<file path="src/rtl/data_in32_pkg.sv">
// data_in32_pkg: state encodings and default widths shared by the sequencer and the 256-bit datapath
package data_in32_pkg;
  localparam int DW_DEF = 32;
  localparam int NW_DEF = 8;
  typedef enum logic [2:0] {
    ST_IDLE = 3'b000,
    ST_LOAD = 3'b001,
    ST_EMIT = 3'b010
  } st_e;
endpackage

</file>
<file path="src/rtl/data_in32_pack.sv">
// data_in32_pack: NW x DW slot register file; writes one slot per enabled cycle and exposes it as a packed bus
//   clk, rst_n : clock, async active-low reset (clears all slots)
//   we, idx    : write enable and slot index
//   din        : word written into slot idx
//   pdo        : packed slots, slot k at [DW*k +: DW]
module data_in32_pack
  import data_in32_pkg::*;
#(
  parameter int DW = DW_DEF,
  parameter int NW = NW_DEF
) (
  input  logic            clk,
  input  logic            rst_n,
  input  logic            we,
  input  logic [2:0]      idx,
  input  logic [DW-1:0]   din,
  output logic [DW*NW-1:0] pdo
);
  logic [DW-1:0] slot [NW];
  always_ff @(posedge clk or negedge rst_n)
    if (!rst_n) slot <= '{default: '0};
    else if (we) slot[idx] <= din;
  for (genvar k = 0; k < NW; k++) begin : g_slot
    assign pdo[DW*k +: DW] = slot[k];
  end
endmodule

</file>
<file path="src/rtl/data_in32_seq.sv">
// data_in32_seq: packs NW DW-bit words into one block and hands it downstream over valid/ready
//   CLK, rst_n          : clock, async active-low reset
//   run, clr            : keep loading blocks / synchronous abort of the partial block
//   in_valid/in_ready   : word handshake, in_data is the word
//   out_valid/out_ready : block handshake, PDO is the block
//   st, word_cnt, blk_cnt : state code, words held, blocks handed off
module data_in32_seq
  import data_in32_pkg::*;
#(
  parameter int DW = DW_DEF,
  parameter int NW = NW_DEF,
  parameter int CW = 16
) (
  input  logic             CLK,
  input  logic             rst_n,
  input  logic             run,
  input  logic             clr,
  input  logic             in_valid,
  output logic             in_ready,
  input  logic [DW-1:0]    in_data,
  output logic             out_valid,
  input  logic             out_ready,
  output logic [DW*NW-1:0] PDO,
  output logic [2:0]       st,
  output logic [2:0]       word_cnt,
  output logic [CW-1:0]    blk_cnt
);
  st_e st_q, st_d;
  logic acc, last, hand;
  assign in_ready = st_q == ST_LOAD;
  assign acc = in_valid & in_ready & ~clr;
  assign last = word_cnt == 3'(NW - 1);
  assign hand = out_valid & out_ready & ~clr;
  assign st = st_q;
  // run only matters at IDLE exit and on the handoff cycle; unknown codes fall back to IDLE
  always_comb begin
    st_d = ST_IDLE;
    if (!clr)
      case (st_q)
        ST_IDLE: st_d = run ? ST_LOAD : ST_IDLE;
        ST_LOAD: st_d = acc && last ? ST_EMIT : ST_LOAD;
        ST_EMIT: st_d = out_ready ? (run ? ST_LOAD : ST_IDLE) : ST_EMIT;
        default: st_d = ST_IDLE;
      endcase
  end
  always_ff @(posedge CLK or negedge rst_n)
    if (!rst_n) begin
      st_q      <= ST_IDLE;
      out_valid <= 1'b0;
      word_cnt  <= '0;
      blk_cnt   <= '0;
    end else begin
      st_q      <= st_d;
      out_valid <= st_d == ST_EMIT;
      word_cnt  <= clr ? 3'd0 : acc ? (last ? 3'd0 : word_cnt + 3'd1) : word_cnt;
      blk_cnt   <= hand ? blk_cnt + CW'(1) : blk_cnt;
    end
  data_in32_pack #(.DW(DW), .NW(NW)) u_pack (
    .clk  (CLK),
    .rst_n(rst_n),
    .we   (acc),
    .idx  (word_cnt),
    .din  (in_data),
    .pdo  (PDO)
  );
endmodule
</file>
<file path="config.mk">
export PLATFORM = sky130hd
export DESIGN_NAME = data_in32_seq
export DESIGN_NICKNAME = d
export VERILOG_FILES = /design/src/rtl/data_in32_pkg.sv /design/src/rtl/data_in32_pack.sv /design/src/rtl/data_in32_seq.sv
export SDC_FILE = /design/constraint.sdc
export NUM_CORES = 1
export LEC_CHECK = 0
export CAP_MARGIN = 20
export CORE_MARGIN = 1
export CORE_UTILIZATION = 51
export DETAILED_ROUTE_END_ITERATION = 16
export GPL_TIMING_DRIVEN = 0
export PLACE_DENSITY = 0.93
export REMOVE_ABC_BUFFERS = 1
export SYNTH_ARGS = -nofsm -noshare
export SYNTH_HDL_FRONTEND = slang
export SYNTH_SLANG_ARGS = --single-unit
</file>
<file path="constraint.sdc">
create_clock -name CLK -period 3.5 [get_ports CLK]
set_input_delay 0.35 -clock CLK [delete_from_list [all_inputs] [get_ports CLK]]
set_output_delay 0.35 -clock CLK [all_outputs]
set_load 0.01 [all_outputs]
</file>
==> flow_summary.json <==
{
  "placedInstanceArea_sq_um": 14200,
  "first_global_vias": 7177,
  "hold_class": "primary input to async pin",
  "synth_ff_type": "dfrtp_1",
  "skew_ns": 0.00903,
  "nNetsFinal": 1007,
  "clkPwrFrac_pct": 40.2,
  "fmax_ghz": 0.355,
  "ir_drop_mv": 0.543,
  "tns_ns": 0,
  "p_per_area_nw_per_um2": 484,
  "netSwitchingFraction_pct": 22.7,
  "layout-area-overhead-vs-synth_pct": 41.9,
  "synth_edf_count": 0,
  "numCtsBuffers": 28,
  "setup_viol": 0,
  "wl_per_cell_um": 21.8,
  "drv_slew": 0,
  "critPathArrivalTime_ns": 3.21,
  "routed_wl_mm": 27.3,
  "seqPwrFrac_pct": 47.9,
  "synth_top_area_share_pct": 65.3,
  "ys_types": 34,
  "tightest_slew_ns": 0.797,
  "clock_latency_ns": 0.53,
  "row_count": 52,
  "fin_crit_sh_pct": 80.4,
  "relSlewSlack_pct": 46.8,
  "yosys-top-cells-count": "278 x dfrtp_1, 201 x mux2_2, 56 x mux2_1",
  "pre_cts_slack_ns": 0.593,
  "die_area_sq_um": 21500,
  "drc_errors": 0,
  "die_height_um": 147,
  "drt_first_pass_iters": 4,
  "vias": 6649,
  "port_buffers": 316,
  "switchingPower_mw": 1.66,
  "grt_max_degree": 129,
  "die-width_um": 147,
  "p_total_mw": 7.31,
  "cts_resized": 0,
  "grt.total_usage_pct": 25.8,
  "critPathCaptureType": "register",
  "ant_nets": 0,
  "syn_avg_cell_area_sq_um": 16.7,
  "async_flop_share_pct": 100,
  "start_util_pct": 52.3,
  "gp_congestion": 0.769,
  "grt_overflow_total": 0,
  "cts_root_buf": "clkbuf_16",
  "synth_most_common_cell": "dfrtp_1",
  "synth_seq_area_share_pct": 65.3,
  "post_cts_buffers": 0,
  "clk_path_buf_depth": 3,
  "finalHoldViolCount": 0,
  "n_fill_cell": 1225,
  "synthCells": 639,
  "antenna_found_initial": 0,
  "h-tree-depth": 1,
  "synth_top_cell_by_area": "dfrtp_1",
  "drt_iter0_drc": 168,
  "clk_pin_slew_ns": 0.07,
  "critPathMaxFanout": 32,
  "io_pins": 318,
  "antenna_cells": 0,
  "grt_pass1_wl_mm": 42.6,
  "ys_ff_latch": 278,
  "drv_cap": 0,
  "ys_warn_count": 0,
  "p_leak_nw": 7.19,
  "final_area_sq_um": 15100,
  "cts.sinks": 278,
  "place_hpwl_mm": 18.1,
  "drive_above_1_share_pct": 26.8,
  "path_class": "register to register",
  "viasPerCell": 5.31,
  "required_ns": 3.89,
  "synth_area_leaders": "dfrtp_1 65%, mux2_2 21%, mux2_1 5.9%, buf_6 0.95%, xnor2_1 0.90%",
  "core_sq_um": 20400,
  "p_int_mw": 5.65,
  "worst_slack_ns": 0.686,
  "status": "finished clean",
  "start_kind": "register",
  "rsz0062_at_grt": "no",
  "cts_tree": "built",
  "min_period_ns": 2.81,
  "synthesis.area_sq_um": 10700,
  "pwr-share-comb_pct": 11.9
}
-- power by group through the flow --
stage,logic [mW],clock network (mW),registers (mW)
4_1_cts,0.878,2.99,3.50
2_1_floorplan,0.180,0,3.64
6_report,0.867,2.94,3.51
3_5_place_dp,0.872,0,3.56
3_3_place_gp,0.840,0,3.55
5_1_grt,0.918,3.12,3.52
-- final cells by class --
cell class	count	area, sq um	share of cell area [%]
Tap cell	270	338	2.24
Clock buffer	39	813	5.38
Timing Repair Buffer	327	3440	22.8
Sequential cell	278	6960	46.0
Multi-Input combinational cell	330	3460	22.9
Clock inverter	8	96.3	0.637
Inverter	1	3.75	0.0248
-- flip-flops by register name, indices dropped and copies added, names as in the netlist --
| signal | count |
|---|---|
| blk_cnt | 16 |
| out_valid | 1 |
| st | 2 |
| u_pack.pdo | 256 |
| word_cnt | 3 |
-- kinds of logic (layout without fill, tap and decap cells) --
logic type	Yosys count	count (layout)	synth area share [%]
buffers and inverters	31	375	2.26
AOI/OAI and AO/OA	5	5	0.270
DFF	278	278	65.3
xor gates and xnor gates	15	15	1.23
other	1	1	0.0352
muxes	257	257	27.2
and+or+nand+nor	49	49	3.36
adders and majority gates	3	3	0.352
-- timing repair --
item                                    in CTS  in global routing
hold buffers                                 1                  0
endpoints found under the hold margin       54                  0
endpoints found under the setup margin       0                  0
-- routing by layer --
layer	up-vias	routed length, um	global-route usage [%]
met4	0	765	8.13
met5	-	0	0
met3	62	1700	5.97
met1	3421	11200	32.3
met2	263	13700	44.3
li1	2903	-	-
-- placed cells by master, fill, tap and decap left out, types with 3 or more instances in the layout --
cell,instances
clkinv_2,4
clkdlybuf4s50_1,315
clkbuf_16,29
nor2_1,7
clkbuf_1,5
mux2_1,56
clkbuf_8,5
xor2_1,4
dfrtp_1,278
nand3_1,6
a21oi_1,4
buf_16,9
ha_1,3
nand4_1,3
nand2_1,11
mux2_2,201
xnor2_1,11
-- worst paths after layout --
check / from / to / slack, ns / depth (start not counted)
worst max register to register: st[0] / u_pack.pdo[186] / 0.69 / 4
worst min-delay path: rst_n / u_pack.pdo[177] / 0.36 / 2
min in group CLK: u_pack.pdo[124] / u_pack.pdo[124] / 0.49 / 1
worst min register to register: u_pack.pdo[124] / u_pack.pdo[124] / 0.49 / 1
worst max-delay path: st[0] / u_pack.pdo[186] / 0.69 / 4
max in group asynchronous: rst_n / u_pack.pdo[123] / 2.12 / 3
-- worst max-delay path: stages (launching register included) --
cell	delay, ns
dfrtp_1	0.39
nor2b_1	0.56
and4b_1	0.53
nand3b_4	0.62
mux2_1	0.56
-- through the flow --
step                util (%)  instances  hold WS, ns
floorplan                  -        609       0.0544
global placement        68.3       1195        0.468
detailed placement      69.6       1204        0.311
CTS                     74.1       1252        0.352
global route            74.2       1253        0.386
finish                  74.2       1253        0.364
Note: power is estimated with default switching activity, not from simulation.
